[src/rtl/sync_bus_ctrl.sv]
// sync_bus_ctrl: destination-domain sequencer for the enable-gated bus synchroniser.
// A 4-phase req is synchronised, allowed to settle, then a single-cycle load_en
// captures the bus word. data_valid and ack follow, and ack holds until req drops.
// Optional error logic is built only when SYNC_BUS_CTRL_ERR_EN is defined. It
// provides a one-cycle err pulse and a saturating err_count on settle aborts.
module sync_bus_ctrl #(
  parameter int NUM_STAGES    = 2,
  parameter int SETTLE_CYCLES = 1,
  parameter int ERR_CNT_W     = 8
) (
  input  logic                 CLK,
  input  logic                 RST,
  input  logic                 req_async,
  output logic                 load_en,
  output logic                 data_valid,
  output logic                 ack,
  output logic                 busy,
  output logic                 err,
  output logic [ERR_CNT_W-1:0] err_count
);

  typedef enum logic [1:0] {
    IDLE,
    SETTLE,
    LOAD,
    ACK
  } state_t;

  localparam logic [3:0] SETTLE_LAST = (SETTLE_CYCLES == 0) ? 4'd0 : 4'(SETTLE_CYCLES - 1);

  logic [NUM_STAGES-1:0] sync_q;
  logic                  req_s;
  state_t                state_q, state_d;
  logic [3:0]            cnt_q, cnt_d;
  logic                  load_q, dv_q, ack_q, busy_q;

  // Synchroniser chain: the only consumer of req_async.
  always_ff @(posedge CLK or posedge RST) begin
    if (RST) sync_q <= '0;
    else     sync_q <= {sync_q[NUM_STAGES-2:0], req_async};
  end

  assign req_s = sync_q[NUM_STAGES-1];

  // State and settle counter registers.
  always_ff @(posedge CLK or posedge RST) begin
    if (RST) begin
      state_q <= IDLE;
      cnt_q   <= '0;
    end else begin
      state_q <= state_d;
      cnt_q   <= cnt_d;
    end
  end

  // Next-state logic for the 4-phase sequence.
  always_comb begin
    state_d = state_q;
    cnt_d   = cnt_q;
    case (state_q)
      IDLE: begin
        if (req_s) begin
          cnt_d   = '0;
          state_d = (SETTLE_CYCLES == 0) ? LOAD : SETTLE;
        end
      end
      SETTLE: begin
        cnt_d = cnt_q + 4'd1;
        if (!req_s)                    state_d = IDLE;
        else if (cnt_q == SETTLE_LAST) state_d = LOAD;
      end
      LOAD:    state_d = ACK;
      ACK:     if (!req_s) state_d = IDLE;
      default: state_d = IDLE;
    endcase
  end

  // Output flags are registered from next state, so each output comes
  // straight from a flop and never carries decode glitches.
  always_ff @(posedge CLK or posedge RST) begin
    if (RST) begin
      load_q <= 1'b0;
      ack_q  <= 1'b0;
      busy_q <= 1'b0;
      dv_q   <= 1'b0;
    end else begin
      load_q <= (state_d == LOAD);
      ack_q  <= (state_d == ACK);
      busy_q <= (state_d != IDLE);
      dv_q   <= (state_q == LOAD);
    end
  end

  assign load_en    = load_q;
  assign data_valid = dv_q;
  assign ack        = ack_q;
  assign busy       = busy_q;

`ifdef SYNC_BUS_CTRL_ERR_EN
  logic                 err_q;
  logic [ERR_CNT_W-1:0] err_cnt_q;

  // Settle abort: pulse err and bump the saturating count.
  always_ff @(posedge CLK or posedge RST) begin
    if (RST) begin
      err_q     <= 1'b0;
      err_cnt_q <= '0;
    end else begin
      err_q <= (state_q == SETTLE) && !req_s;
      if ((state_q == SETTLE) && !req_s && (err_cnt_q != '1))
        err_cnt_q <= err_cnt_q + ERR_CNT_W'(1);
    end
  end

  assign err       = err_q;
  assign err_count = err_cnt_q;
`else
  assign err       = 1'b0;
  assign err_count = '0;
`endif

endmodule

[config.mk]
export PLATFORM = sky130hd
export DESIGN_NAME = sync_bus_ctrl
export DESIGN_NICKNAME = d
export VERILOG_FILES = /design/src/rtl/sync_bus_ctrl.sv
export SDC_FILE = /design/constraint.sdc
export NUM_CORES = 1
export LEC_CHECK = 0
export BUFFER_PORTS_ARGS = -buffer_cell sky130_fd_sc_hd__buf_2
export CORE_MARGIN = 3
export CORE_UTILIZATION = 24
export CTS_CLUSTER_SIZE = 30
export DETAILED_ROUTE_END_ITERATION = 8
export SLEW_MARGIN = 20
export SYNTH_ARGS = -nofsm -noshare
export SYNTH_HDL_FRONTEND = slang
export SYNTH_SLANG_ARGS = --single-unit
[constraint.sdc]
create_clock -name CLK -period 0.9 [get_ports CLK]
set_input_delay 0.18 -clock CLK [delete_from_list [all_inputs] [get_ports CLK]]
set_output_delay 0.18 -clock CLK [all_outputs]
set_load 0.03 [all_outputs]
== After elaboration in Yosys (flattened, before gate mapping) ==
Cells that the tools add are included.

* Register bits after elaboration: 12
* Latch bits: 0
* Bits in writable memories: 0
* ROM bits: 0
* Word-level logic and storage cells: 26
* Memories kept: 0

* $add $sub $neg: 1
* Multipliers: 0
* Divide/modulo/power cells: 0
* Order comparisons: 0
* Equal/unequal tests: 6
* Shift-type cells: 0
* Mux-type cells: 7
* Bitwise gates (word level): 0
* Reductions and logical operators: 5

{| class="wikitable"
|+ Operators by type and width
! kind !! number
|-
| equality test 2 bit (second input constant) || 4
|-
| two-way mux 2 bit || 4
|-
| one-hot mux 2 bit (4 select lines) || 1
|-
| one-hot mux 4 bit (2 select lines) || 1
|-
| adder 4 x 1 -> 4 bit (second input constant) || 1
|-
| zero test 4 bit || 1
|-
| two-way mux 4 bit || 1
|-
| nonzero test 2 bit || 2
|-
| equality test 2 x 1 -> 1 bit (second input constant) || 1
|-
| zero test 2 bit || 1
|-
| inequality test 2 bit (second input constant) || 1
|-
| AND reduction 2 bit || 1
|}

== Longest topological paths before layout ==
Gate-level depths: netlist of run 1.

* Depth after elaboration: 5
* Mapped depth: 4
* Gate-level depth less buffers: 4

== Least setup slack after synthesis of run 1 ==
OpenSTA, ideal clock, no wires.

* Kind: register -> register
* Start point: register cnt_q[0]
* End point: register state_q[0]
* Library setup time: 0.124 ns
* Arrival time: 0.905 ns
* Data required time: 0.776 ns
* Setup slack: -0.129 ns
* Stages on the path, launching flop included: 5
* Clock period less this slack: 1.029 ns
* Path through: dfrtp_1 inv_1 ha_1 a31oi_1 or2_1

* Word-level cells in the longest chain between the ends: 4

{| class="wikitable"
|+ RTL lines
! what !! line !! RTL
|-
| start, declared || 34 || <nowiki>logic [3:0] cnt_q, cnt_d;</nowiki>
|-
| start signal, assigned || 52 || <nowiki>cnt_q <= cnt_d;</nowiki>
|-
| zero test 4 bit || 70 || <nowiki>else if (cnt_q == SETTLE_LAST) state_d = LOAD;</nowiki>
|-
| two-way mux 2 bit || 70 ||
|-
| two-way mux 2 bit || 69 || <nowiki>if (!req_s) state_d = IDLE;</nowiki>
|-
| one-hot mux 2 bit (4 select lines) || 60 || <nowiki>case (state_q)</nowiki>
|-
| named net state_d[0] || 33 || <nowiki>state_t state_q, state_d;</nowiki>
|-
| end signal, assigned || 51 || <nowiki>state_q <= state_d;</nowiki>
|-
| end, declared || 33 ||
|}

The timed path passes the listed nets, and every way through them passes these cells.
A chain may end at the register's enable or synchronous reset.

== Final worst setup path of run 1 ==
* Start point: register cnt_q[1]
* End point: register cnt_q[2]

* Word-level cells in the longest chain between the ends: 2

{| class="wikitable"
|+ RTL lines
! what !! line !! RTL
|-
| adder 4 x 1 -> 4 bit || 68 || <nowiki>cnt_d = cnt_q + 4'd1;</nowiki>
|-
| one-hot mux 4 bit (2 select lines) || 60 ||
|}

Every way passes these cells.

==> results.md, run 1 <==
* Switch Pwr at around 0.99 mW
* Hold Vio Cnt, Final at 0
* Crit path time final at just over 1000 ps
* Final worst setup slack at -131.3 ps
* Root buf cell: clkbuf_4
* Via count at ~410
* Critical path's top delay family: flip-flops
* YS warnings at 0
* Synth Cell Area at ~600 µm²
* Register area share after synthesis at between 50% and 60%
* Fin Clk Skew at ~5.6 ps
* Fill count at approximately 220
* Drt initial violations at 13
* First-pass GRT wire length at 1.814 mm
* Port Buf Inserts at 6
* Nets at between 70 and 80
* Critical Path Slowest Stage Cell: dfrtp_1
* Worst hold path class: reg -> reg
* CTS Sinks at 12
* Register area at between 300 and 400 µm²
* Largest fanout on the critical path at 3
* Leakage power at ~0.39 nW
* Crit Path Class: reg -> reg
* Clk pwr share at between 10% and 20%
* Post-Synthesis Cells at between 50 and 60
* CP max stage delay at 410 ps
* Clk_lat worst skew at 280 ps
* Antenna violations before repair at 0
* Core area at 0.002276 mm²
* H-tree depth at 1
* Cell Int Power at approximately 1.7 mW
* Area Growth Syn to Fin at 38.87%
* Syn avg cell area at 11.68 µm²
* DRC at 0
* CTS Buf Count at 3
* Grt ovf at 0
* Die area at about 0.0031 mm²
* Status: finished with violations
* WL/cell at approximately 11 µm
* Num ports at 16
* RSZ-0062 raised after global routing: yes
* Sum Neg Setup Slack at -955.2 ps
* CP Capture Type: flip-flop
* Die Wd at between 50 and 60 µm
* Worst path bufs/invs at 0
* Period utilization at 114.6%
* Net Sw Frac at 36.08%
* HPWL after DPL at around 740 µm
* Post-route ant nets at 0
* Starting Density at approximately a quarter
* TritonCTS clock tree: built
* Placement row count at 17
* R2R Setup Slk at -130 ps
* Clk slew on worst S/H paths at approximately 80 ps
* Max Slew Vio Count at 0
* Most frequent cells in the layout: dfrtp_1, conb_1, buf_6, buf_4, clkbuf_4
* CP Data Required Time at roughly 1100 ps
* Largest net degree at the start of global routing at 13
* Minimum hold slack at 354.7 ps
* Drt pass-1 iters at 4
* Tot GR Track Use at 7.559%
* Worst path cell trace: ha_2 -> nand2b_1 -> mux2i_1 -> a22o_1
* Sequential share of power at around a third
* Flops & latches, synth at 12
* Violated checks: setup timing
* Deepest clock path buffer count at 2
* Critical path arrival at 1210 ps
* Area occupied by multi-input gates at around 250 µm²
* Library cells used by synthesis at 23
* Most common library cell in the layout ignoring fill and taps: dfrtp_1
* Startpoint Class: flip-flop
* Pwr/cell area at approximately 3300 mW/mm²
* Vias in the first global route at between 400 and 500
* Final setup fails at 13
* Placer Congestion at 0.7251
* Gate power share at between 50% and 60%
* Peak Freq at 969.6 MHz
* WL final at 1.092 mm
* Share of cells above drive strength 1 at a little under half
* Die Y at approximately 56 µm
* Max VDD drop at 1.629 mV
* Antenna cells at 0
* Vias/cell at between 4 and 5
* Max_cap viols at 0
## power by group through the flow
stage,Clock (mW),Sequential (mW),Combinational (mW)
after floorplan,0,0.972,0.664
after CTS,0.449,0.876,1.37
after global routing,0.479,0.909,1.51
final,0.440,0.882,1.41
after detailed placement,0,0.934,0.965
after global placement,0,0.922,0.945
## flip-flops by register name, summed over array words and instances (netlist names)
register,count
ack,1
busy,1
cnt_q,4
data_valid,1
load_en,1
state_q,2
sync_q,2
## repair_timing
action	CTS	global route
resized for setup	16	5
pin swaps	3	3
setup buffers	7	0
hold endpoints to repair	13	0
setup endpoints to repair	13	16
hold buffers	2	0
## path summary, 6_finish.rpt
path                                 startpoint              endpoint  depth (start not counted)
max in group asynchronous                   RST  state_q[1]$_DFF_PP0_                          3
min                         sync_q[0]$_DFF_PP0_   sync_q[1]$_DFF_PP0_                          0
max reg2reg                cnt_q[1]$_DFFE_PP0P_  cnt_q[2]$_DFFE_PP0P_                          4
min in group asynchronous                   RST  cnt_q[2]$_DFFE_PP0P_                          3
min reg2reg                 sync_q[0]$_DFF_PP0_   sync_q[1]$_DFF_PP0_                          0
max                        cnt_q[1]$_DFFE_PP0P_  cnt_q[2]$_DFFE_PP0P_                          4
## cell families (layout without fill, tap and decap cells)
group / Yosys count / count (layout) / share of synthesized area (%)
buffers and inverters: 14 / 28 / 15.75
flip-flops: 12 / 12 / 50.42
AND/OR/NAND/NOR: 12 / 12 / 12.82
AO/OA/AOI/OAI: 9 / 9 / 14.50
adder cells (fa/ha/maj): 2 / 2 / 4.201
other: 1 / 9 / 0.6296
multiplexers: 1 / 1 / 1.681
## stage by stage
| stage | power, mW | cells | util (%) | area [µm²] | worst slack [ps] |
|---|---|---|---|---|---|
| floorplan | 1.635 | 59 | - | 640.6 | -93.25 |
| global placement | 1.868 | 88 | 29.19 | 664.4 | -151.6 |
| detailed placement | 1.898 | 88 | 29.19 | 664.4 | -158.3 |
| CTS | 2.699 | 101 | 35.73 | 813.3 | -140.2 |
| global route | 2.896 | 101 | 36.34 | 827.0 | -173.5 |
| finish | 2.734 | 101 | 36.34 | 827.0 | -131.3 |
## metal layers
metal	vias to the layer above	share of wire, %	wire length [µm]	global-route usage [%]
met5	-	0	0	0
met4	0	1.6	18	6.102
met3	2	2.7	30	1.392
met2	11	52	565	12.67
met1	196	44	477	8.250
li1	196	-	-	-
## layout make-up
class	instances	area share, %
multi-input combinational	33	30.71
clock buffer	4	4.387
timing repair buffer	20	21.79
tap	28	4.236
inverter	4	2.269
sequential	12	36.61
## cell usage after synthesis
| master | instances | share of area, % |
|---|---|---|
| mux2i_1 | 1 | 1.7 |
| a31oi_1 | 2 | 2.1 |
| conb_1 | 1 | 0.63 |
| nor2b_1 | 1 | 1.1 |
| a22o_1 | 2 | 2.9 |
| ha_1 | 2 | 4.2 |
| o21bai_4 | 1 | 3.2 |
| inv_1 | 4 | 2.5 |
| and4_1 | 1 | 1.5 |
| nand2b_1 | 2 | 2.1 |
| dfrtp_1 | 12 | 50 |
| o21ai_0 | 1 | 0.84 |
| buf_6 | 1 | 1.9 |
| a21oi_1 | 1 | 0.84 |
| or2_1 | 2 | 2.1 |
| nand2_1 | 2 | 1.3 |
| nor2_2 | 1 | 1.1 |
| and2b_1 | 1 | 1.3 |
| o311ai_2 | 1 | 2.7 |
| buf_4 | 9 | 11 |
| a21boi_2 | 1 | 1.9 |
| nand3_2 | 1 | 1.7 |
| nand3_1 | 1 | 0.84 |
Power figures use the tool's default switching activity.
==> run 2, diff against run 1 <==
==> constraint.sdc (replaced) <==
create_clock -name CLK -period 0.9 [get_ports CLK]
set_input_delay 0.09 -clock CLK [delete_from_list [all_inputs] [get_ports CLK]]
set_output_delay 0.09 -clock CLK [all_outputs]
set_load 0.03 [all_outputs]
==> run 2 against run 1 <==
  * The flow still finishes with violations (setup timing)
  * Count of clock-buffer cells in the layout is the same
  * Critical path type unchanged
  * Combinational power about the same
  * Routed wire length rose by 1.9%
  * Maximum frequency barely moved
  * Largest cell class unchanged
  * Final area down 0.45%
  * Via count rose by 2.7%
  * Clock power about the same
  * Highest routed layer unchanged
  * Power barely moved
  * First-iteration DRC count fell by 23%
  * Clock skew is 0.88 ps higher
==> results.md, run 2 (same netlist as run 1, synthesis figures left out) <==
* Hold Vio Cnt, Final at 0 (unchanged)
* RSZ-0062 raised after global routing: yes
* Leakage power at 0.3941 nW (+1.3%)
* Fill count at 225 (+1.4%)
* Startpoint Class: flip-flop
* Die area at 0.003115 mm² (unchanged)
* Most frequent cells in the layout: dfrtp_1, conb_1, buf_6, buf_4, clkbuf_4
* Post-route insts no fill at 101 (unchanged)
* WL final at 1.113 mm (+1.9%)
* Grt ovf at 0 (unchanged)
* Final setup fails at 10 (-3)
* Area occupied by multi-input gates at 254.0 µm² (unchanged)
* HPWL after DPL at 742.3 µm (unchanged)
* Port Buf Inserts at 6 (unchanged)
* Die Wd at 55.82 µm (unchanged)
* Final worst setup slack at -130.9 ps (+0.4800 ps)
* Vias in the first global route at 418 (unchanged)
* Die Y at 55.82 µm (unchanged)
* First-pass GRT wire length at 1.814 mm (unchanged)
* Largest fanout on the critical path at 3 (unchanged)
* Period utilization at 114.5% (about the same)
* CTS Sinks at 12 (unchanged)
* Max Slew Vio Count at 0 (unchanged)
* Max_cap viols at 0 (unchanged)
* Crit Path Class: reg -> reg
* Post-route ant nets at 0 (unchanged)
* Minimum hold slack at 354.8 ps (+0.04400 ps)
* Max VDD drop at 1.344 mV (-17%)
* Antenna violations before repair at 0 (unchanged)
* Largest register by flop count: cnt_q
* Nets at 79 (unchanged)
* TritonCTS clock tree: built
* Pwr/cell area at 3322 mW/mm² (+0.51%)
* Starting Density at 26.17% (unchanged)
* Fin Clk Skew at 6.470 ps (+0.8807 ps)
* Top Registers: cnt_q (4), state_q (2), sync_q (2)
* Root buf cell: clkbuf_4
* Crit path time final at 1031 ps (-0.4800 ps)
* Deepest clock path buffer count at 2 (unchanged)
* Worst hold path class: reg -> reg
* Area Growth Syn to Fin at 38.24%
* Violated checks: setup timing
* Via count at 416 (+2.7%)
* Drt initial violations at 10 (-3)
* Status: finished with violations
* WL/cell at 11.02 µm (+1.9%)
* CTS Buf Count at 3 (unchanged)
* Num ports at 16 (unchanged)
* Critical path arrival at 1210 ps (about the same)
* Placer Congestion at 0.7251 (unchanged)
* Antenna cells at 0 (unchanged)
* Largest net degree at the start of global routing at 13 (unchanged)
* DRC at 0 (unchanged)
* H-tree depth at 1 (unchanged)
* Tot GR Track Use at 7.559% (unchanged)
* Register area at 302.8 µm² (unchanged)
* Placement row count at 17 (unchanged)
* Dpl cells at 88 (unchanged)
* CP Data Required Time at 1080 ps (about the same)
* Most common library cell in the layout ignoring fill and taps: dfrtp_1
* CP Capture Type: flip-flop
* Peak Freq at 970.1 MHz (about the same)
* Core area at 0.002276 mm² (unchanged)
* Clk_lat worst skew at 280 ps (about the same)
* Clk slew on worst S/H paths at 80 ps (about the same)
* Final Util at 36.17% (-0.16 points)
* Drt pass-1 iters at 4 (unchanged)
* Max reg flops at 4 (unchanged)
* Vias/cell at 4.119 (+2.7%)
* Share of cells above drive strength 1 at 46.58% (-1.4 points)
-- run 2: cell count changes in the layout (fill, tap and decap cells not counted), sizes merged --
cell      previous run  this run
inv                  3         4
clkinvlp             1         0
-- run 2: timing repair --
item                                   4_1_cts  5_1_grt
endpoints found under the hold margin       13        0
pin swaps                                    3        3
hold buffers                                 2        0
setup endpoints to repair                   13       14
buffers inserted                             7        0
gates resized for setup                     14        6
-- run 2: final timing paths --
path                                       from                    to  slack, ps  cells after the start
max                        cnt_q[0]$_DFFE_PP0P_  cnt_q[2]$_DFFE_PP0P_       -130                      4
max reg2reg                cnt_q[0]$_DFFE_PP0P_  cnt_q[2]$_DFFE_PP0P_       -130                      4
min in group asynchronous                   RST  cnt_q[1]$_DFFE_PP0P_        360                      3
min                         sync_q[0]$_DFF_PP0_   sync_q[1]$_DFF_PP0_        350                      0
max in group asynchronous                   RST  state_q[1]$_DFF_PP0_        180                      3
min reg2reg                 sync_q[0]$_DFF_PP0_   sync_q[1]$_DFF_PP0_        350                      0
-- run 2: layer usage --
layer | GRT usage, % | vias up | share of wire [%]
li1 | - | 197 | -
met1 | 8.250 | 201 | 42
met2 | 12.67 | 15 | 51
met3 | 1.392 | 3 | 4.8
met4 | 6.102 | 0 | 2.3
met5 | 0 | - | 0
-- run 2: per-stage QoR --
step | TNS [ps] | power [mW] | instance area (µm²) | worst slack, ps
after global routing | -1118 | 2.899 | 823.3 | -173.5
final | -644.3 | 2.735 | 823.3 | -130.9
after CTS | -596.3 | 2.683 | 805.8 | -140.2
after global placement | -870.5 | 1.868 | 664.4 | -151.6
after detailed placement | -936.3 | 1.898 | 664.4 | -158.3
after floorplan | -228.0 | 1.635 | 640.6 | -93.25
-- run 2: worst max-delay path, cell delays in order (launching register included) --
cell and delay (ps):
dfrtp_1 420, ha_2 200, nand2b_1 70, mux2i_1 70, a22o_1 170
-- run 2: report_power, final --
group,total [mW],internal (mW),switching [mW]
Combinational,1.41,0.776,0.634
Sequential,0.884,0.724,0.160
Clock,0.440,0.246,0.194
Total,2.74,1.75,0.988
-- run 2: area by class of cell --
type                            instances  area share (%)
Sequential cell                        12           36.78
Multi-Input combinational cell         33           30.85
Timing Repair Buffer                   20           21.88
Clock buffer                            4           4.407
Tap cell                               28           4.255
Inverter                                4           1.824
